<file path="src/rtl/hs32_fetch.sv">
// hs32_fetch: AHB3-lite instruction prefetcher feeding hs32_pipeline through a small FIFO.
// Redirects and bus errors are absorbed here so the consumer only sees a clean in-order stream.
module hs32_fetch #(
  parameter int unsigned DEPTH    = 4,
  parameter logic [31:0] RESET_PC = 32'h0
) (
  input  logic        clk,
  input  logic        reset,
  input  logic        redirect_i,
  input  logic [31:0] target_i,
  output logic        valid_o,
  input  logic        ready_i,
  output logic [31:0] op_o,
  output logic [31:0] pc_o,
  output logic        fault_o,
  input  logic        HREADY_i,
  input  logic        HRESP_i,
  input  logic [31:0] HRDATA_i,
  output logic [31:0] HADDR_o,
  output logic [1:0]  HTRANS_o,
  output logic        HWRITE_o,
  output logic [2:0]  HSIZE_o,
  output logic [2:0]  HBURST_o,
  output logic [3:0]  HPROT_o,
  output logic        HMASTLOCK_o,
  output logic [31:0] HWDATA_o
);

  localparam int unsigned PW = $clog2(DEPTH);
  localparam int unsigned CW = PW + 1;
  localparam int unsigned SW = PW + 2;

  typedef enum logic [1:0] {
    HTRANS_IDLE   = 2'b00,
    HTRANS_NONSEQ = 2'b10
  } htrans_e;

  logic [31:0]   fpc_q, fpc_d;
  logic          aphase_q, aphase_d;
  logic [31:0]   haddr_q, haddr_d;
  logic          adisc_q, adisc_d;
  logic          dphase_q, dphase_d;
  logic [31:0]   dpc_q, dpc_d;
  logic          discard_q, discard_d;
  logic          err_q, err_d;
  logic          fault_q, fault_d;
  logic [PW-1:0] rd_ptr_q, rd_ptr_d;
  logic [PW-1:0] wr_ptr_q, wr_ptr_d;
  logic [CW-1:0] count_q, count_d;
  logic [31:0]   fifo_pc_q [DEPTH];
  logic [31:0]   fifo_pc_d [DEPTH];
  logic [31:0]   fifo_op_q [DEPTH];
  logic [31:0]   fifo_op_d [DEPTH];

  logic          valid, issue, nonseq, accept, dcomplete, push, pop, held_stale;
  logic [31:0]   haddr;

  always_comb begin
    valid      = (count_q != '0);
    issue      = !reset && !fault_q && !redirect_i &&
                 ((SW'(count_q) + SW'(dphase_q)) < SW'(DEPTH));
    // err_q cancels a held address: AHB lets the master go IDLE after an ERROR response.
    nonseq     = !err_q && (aphase_q || issue);
    haddr      = aphase_q ? haddr_q : fpc_q;
    accept     = nonseq && HREADY_i;
    dcomplete  = dphase_q && HREADY_i;
    held_stale = aphase_q && adisc_q;
    push       = dcomplete && !HRESP_i && !discard_q && !redirect_i;
    pop        = valid && ready_i && !redirect_i;
  end

  always_comb begin
    fpc_d     = fpc_q;
    dphase_d  = dphase_q;
    dpc_d     = dpc_q;
    discard_d = discard_q;
    err_d     = err_q;
    fault_d   = fault_q;
    rd_ptr_d  = rd_ptr_q;
    wr_ptr_d  = wr_ptr_q;
    count_d   = count_q;
    fifo_pc_d = fifo_pc_q;
    fifo_op_d = fifo_op_q;

    aphase_d = nonseq && !HREADY_i;
    haddr_d  = haddr;
    adisc_d  = aphase_d && (held_stale || redirect_i);

    if (accept) begin
      dphase_d  = 1'b1;
      dpc_d     = haddr;
      discard_d = held_stale || redirect_i || (dphase_q && HRESP_i);
    end else if (dcomplete) begin
      dphase_d  = 1'b0;
      discard_d = 1'b0;
    end else if (dphase_q && redirect_i) begin
      discard_d = 1'b1;
    end

    if (dcomplete)
      err_d = 1'b0;
    else if (dphase_q && HRESP_i)
      err_d = 1'b1;

    if (redirect_i)
      fpc_d = target_i & 32'hFFFF_FFFC;
    else if (accept && !held_stale)
      fpc_d = haddr + 32'd4;

    if (redirect_i)
      fault_d = 1'b0;
    else if (dcomplete && HRESP_i && !discard_q)
      fault_d = 1'b1;

    if (redirect_i) begin
      rd_ptr_d = '0;
      wr_ptr_d = '0;
      count_d  = '0;
    end else begin
      if (push) begin
        fifo_pc_d[wr_ptr_q] = dpc_q;
        fifo_op_d[wr_ptr_q] = HRDATA_i;
        wr_ptr_d            = wr_ptr_q + 1'b1;
      end
      if (pop)
        rd_ptr_d = rd_ptr_q + 1'b1;
      count_d = count_q + CW'(push) - CW'(pop);
    end
  end

  always_ff @(posedge clk) begin
    if (reset) begin
      fpc_q     <= RESET_PC;
      aphase_q  <= 1'b0;
      haddr_q   <= RESET_PC;
      adisc_q   <= 1'b0;
      dphase_q  <= 1'b0;
      dpc_q     <= '0;
      discard_q <= 1'b0;
      err_q     <= 1'b0;
      fault_q   <= 1'b0;
      rd_ptr_q  <= '0;
      wr_ptr_q  <= '0;
      count_q   <= '0;
      fifo_pc_q <= '{default: '0};
      fifo_op_q <= '{default: '0};
    end else begin
      fpc_q     <= fpc_d;
      aphase_q  <= aphase_d;
      haddr_q   <= haddr_d;
      adisc_q   <= adisc_d;
      dphase_q  <= dphase_d;
      dpc_q     <= dpc_d;
      discard_q <= discard_d;
      err_q     <= err_d;
      fault_q   <= fault_d;
      rd_ptr_q  <= rd_ptr_d;
      wr_ptr_q  <= wr_ptr_d;
      count_q   <= count_d;
      fifo_pc_q <= fifo_pc_d;
      fifo_op_q <= fifo_op_d;
    end
  end

  assign valid_o     = valid;
  assign op_o        = valid ? fifo_op_q[rd_ptr_q] : '0;
  assign pc_o        = valid ? fifo_pc_q[rd_ptr_q] : '0;
  assign fault_o     = fault_q;
  assign HADDR_o     = haddr;
  assign HTRANS_o    = nonseq ? HTRANS_NONSEQ : HTRANS_IDLE;
  assign HWRITE_o    = 1'b0;
  assign HSIZE_o     = 3'b010;
  assign HBURST_o    = 3'b000;
  assign HPROT_o     = 4'b0010;
  assign HMASTLOCK_o = 1'b0;
  assign HWDATA_o    = '0;

endmodule

</file>
<file path="config.mk">
export PLATFORM = sky130hd
export DESIGN_NAME = hs32_fetch
export DESIGN_NICKNAME = d
export VERILOG_FILES = /design/src/rtl/hs32_fetch.sv
export SDC_FILE = /design/constraint.sdc
export NUM_CORES = 1
export LEC_CHECK = 0
export CORE_ASPECT_RATIO = 0.5
export CORE_MARGIN = 1.5
export CORE_UTILIZATION = 40
export DETAILED_ROUTE_END_ITERATION = 12
export DONT_BUFFER_PORTS = 1
export HOLD_SLACK_MARGIN = 0.03
export SYNTH_ARGS = -nofsm -noshare
export SYNTH_HDL_FRONTEND = slang
export SYNTH_SLANG_ARGS = --single-unit
</file>
<file path="constraint.sdc">
create_clock -name clk -period 3 [get_ports clk]
set_input_delay 0.45 -clock clk [delete_from_list [all_inputs] [get_ports clk]]
set_output_delay 0.45 -clock clk [all_outputs]
set_load 0.03 [all_outputs]
</file>
==> results.txt <==
GR Overflow Total: 0
Failing checks: design-rule violations
Max transition margin: 0.2945
Initial antenna violation count: 2
Max Root-Sink Buffers: 3
Period utilization: 0.9382
Total GRT Usage: 0.2233
Worst r2r path cells: 7
Cell variety after synth: 76
CP max FO: 19
Top sig layer: met4
Core area: 0.04034 mm²
Area of the die: 0.04219 mm²
Worst path bufs/invs: 2
Synth async-reset ratio: 0
Clk_lat worst skew: 0.55 ns
Kind of critical path: flip-flop to flip-flop
Chip width: 289.0 µm
Initial DRC count: 1144
Max Transition Viols Final: 0
Vias post-DR: 13525
CP Cell Sequence: and4bb_2 -> a22oi_2 -> o21a_1 -> buf_12 -> a21oi_1 -> a221oi_1 -> dlygate4sd3_1
Vias per inst: 5.267
Sequential element share of the synthesized area: 0.4467
Root Buffer: clkbuf_16
WL per Instance: 18.61 µm
Final Setup Violations: 0
Mapped Avg Cell Area: 8.595 µm²
Global-route wire length before repair: 74530 µm
NumNets Final: 2078
Stages on the worst setup path: 7
Total CTS buffers: 36
Htree depth: 2
Pin slew with the least headroom to its limit: 1.051 ns
Post-DP HPWL: 26280 µm
Post-synthesis instance total: 1903
Lkg Pwr: 7.197 nW
Peak supply drop: 379.1 µV
Starting Density: 0.4055
P&R area growth vs syn: 19.78%
Vias in the first global route: 13125
Num rows: 52
Post-route DRC: 9
CP Data Required Time: 3.49 ns
Layout cell share with drive strength beyond 1: 0.1041
TNS Setup: 0 ns
Synth Cell Area: 0.01636 mm²
Skew final: 0.03326 ns
Routability cong.: 0.7729
Critical R2R Launch: fault_o
Die height: 146.0 µm
Hold Fails Final Rpt: 0
Critical path origin: fault_o
Critical Path Max Stage Delay: 0.65 ns
Clock-pin transition on the worst setup and hold timing paths: 0.07 ns
Final Core Density: 0.4857
Worst min path class: primary input to flip-flop
Max Clock Freq: 355.3 MHz
Worst Setup End Kind: flip-flop
M1 WL: 21830 µm
Final min period: 2.815 ns
CTS tree: yes
Port Buffer Count: 0
Largest net degree at the start of global routing: 166
Worst endpoint data arrival time: 3.31 ns
Layout fillers: 3904
Top delay family on crit path: compound AO/OA/AOI/OAI gates
Syn. warnings: 0
Status: finished with violations
Number of synthesized flops with an enable pin: 0
Post-Route WL: 47800 µm
RSZ-0062 raised after global routing: no
Crit path capture: fpc_q[8]
# IOs: 214
Power Density: 532.4 mW/mm²
CP max stage cell: dfxtp_1
Drt pass-1 iters: 11
Met3 wire len: 3127 µm
Number of antenna-violating nets in the routed design: 0
Routed wl met2: 22290 µm
Ys flop type: dfxtp_1
Crit path launch type: flip-flop
RR Endpoint: fpc_q[8]
Maxcap violations: 0
Synth Register Bits: 365
Clock Sinks: 365
Flop2flop setup slack: 0.19 ns
metrics by stage:
step                      hold WS (ns)  cell area (µm²)  cells  worst slack (ns)  power (mW)
after floorplan                 0.4331            16520   1946            0.2361       5.654
after global placement          0.4345            16790   2349            0.4288       5.697
after detailed placement        0.4377            16790   2349            0.4676       5.700
after CTS                      0.03327            19580   2566           0.02816       10.51
after global routing           0.04202            19590   2568           0.03594       10.79
final                          0.05783            19590   2568            0.1853       10.43
state kept, by name, summed over array words and instances, names as in the netlist:
name / cells
rd_ptr_q: 2
fifo_op_q: 128
adisc_q: 1
wr_ptr_q: 2
aphase_q: 1
count_q: 3
discard_q: 1
fault_o: 1
fifo_pc_q: 128
haddr_q: 32
fpc_q: 32
dpc_q: 32
dphase_q: 1
err_q: 1
placed cells by master, fill, tap and decap left out, types with 6 or more instances in the layout:
cell type	instances
a21oi_1	276
dfxtp_1	362
nand4_1	7
nor3_1	9
and2_1	76
nand2_1	538
clkbuf_16	38
clkinv_2	6
conb_1	45
dlygate4sd3_1	150
a2111oi_0	6
a211oi_1	38
a31oi_1	11
xnor2_1	15
o211ai_1	10
nor2_1	83
buf_12	13
nand3_1	16
mux4_2	64
buf_4	38
inv_1	43
mux2i_1	31
ha_1	8
worst min-delay path by stage:
stage               cells past startpoint      startpoint  slack, ns             end
detailed placement                      2   fifo_pc_q[63]       0.44   fifo_pc_q[63]
global route                            2     HRDATA_i[8]       0.04   fifo_op_q[40]
CTS                                     2     HRDATA_i[6]       0.03    fifo_op_q[6]
floorplan                               2   fifo_op_q[32]       0.43   fifo_op_q[32]
global placement                        2  fifo_op_q[116]       0.43  fifo_op_q[116]
finish                                  2    HRDATA_i[10]       0.06  fifo_op_q[106]
synthesized netlist by cell type, drive strengths merged (2+ instances only):
| master | count | area (µm²) |
|---|---|---|
| a211o | 2 | 17.52 |
| a22oi | 6 | 55.05 |
| o2bb2ai | 3 | 26.28 |
| or4 | 4 | 30.03 |
| o21a | 2 | 15.01 |
| o32ai | 5 | 70.08 |
| inv | 43 | 161.4 |
| a311o | 2 | 20.02 |
| nand3 | 18 | 107.6 |
| a31oi | 11 | 68.82 |
| ha | 8 | 100.1 |
| a21oi | 277 | 1398 |
| o31ai | 2 | 15.01 |
| and2 | 80 | 500.5 |
| a221oi | 3 | 26.28 |
| mux4 | 64 | 1441 |
| nor2b | 5 | 31.28 |
| or2 | 2 | 12.52 |
| nand3b | 4 | 42.54 |
| o31a | 2 | 17.52 |
| or3 | 4 | 25.02 |
| buf | 86 | 593.1 |
| nor3b | 3 | 22.52 |
| nor4 | 4 | 25.02 |
| nand4 | 12 | 132.6 |
| mux2i | 33 | 337.8 |
| nand2 | 542 | 2034 |
| mux2 | 3 | 33.78 |
| nand2b | 4 | 25.02 |
| o22ai | 4 | 31.28 |
| o211ai | 10 | 75.07 |
| a211oi | 39 | 305.3 |
| nand4b | 5 | 73.83 |
| a2111oi | 6 | 52.55 |
| a222oi | 2 | 20.02 |
| xnor2 | 15 | 131.4 |
| nor2 | 83 | 311.6 |
| a21o | 2 | 15.01 |
| o21ai | 5 | 25.02 |
| xor2 | 3 | 26.28 |
| conb | 2 | 7.510 |
| nor3 | 9 | 45.04 |
| dfxtp | 365 | 7307 |
| a32oi | 5 | 43.79 |
| clkbuf | 102 | 382.9 |
power breakdown:
part	internal, mW	switching [mW]
sequential	4.93	0.110
clock	2.71	2.03
combinational	0.214	0.442
total	7.85	2.58
cells by family (layout without fill, tap and decap cells):
| logic type | count (synthesis) | in the layout | share of synthesized area |
|---|---|---|---|
| AND/OR/NAND/NOR | 785 | 785 | 0.2125 |
| AO/OA/AOI/OAI | 392 | 392 | 0.1427 |
| flip-flops | 365 | 365 | 0.4467 |
| buffers and inverters | 232 | 312 | 0.06976 |
| multiplexers | 100 | 100 | 0.1108 |
| XOR/XNOR | 18 | 18 | 0.009639 |
| adder cells (fa/ha/maj) | 9 | 9 | 0.007344 |
| other | 2 | 47 | 0.0004591 |
layer usage:
| layer | vias up | GRT usage |
|---|---|---|
| li1 | 6566 | - |
| met1 | 6536 | 0.3097 |
| met2 | 376 | 0.3628 |
| met3 | 47 | 0.04310 |
| met4 | 0 | 0.04323 |
| met5 | - | 0 |
final cells by class:
| cell class | instances | area (µm²) | share of cell area |
|---|---|---|---|
| inverter | 44 | 165.2 | 0.008430 |
| clock buffer | 48 | 1039 | 0.05300 |
| tap | 540 | 675.6 | 0.03449 |
| antenna | 2 | 5.005 | 0.0002554 |
| clock inverter | 17 | 177.7 | 0.009068 |
| timing repair buffer | 203 | 2102 | 0.1073 |
| sequential | 365 | 7318 | 0.3735 |
| multi-input combinational | 1349 | 8110 | 0.4139 |
timing repair:
action                     4_1_cts  5_1_grt
hold endpoints to repair       293        0
pin swaps                        0        0
resized for setup                1        2
buffers inserted                 0        0
hold buffers                   152        0
setup endpoints to repair        1       32
(Power assumes the default switching activity.)
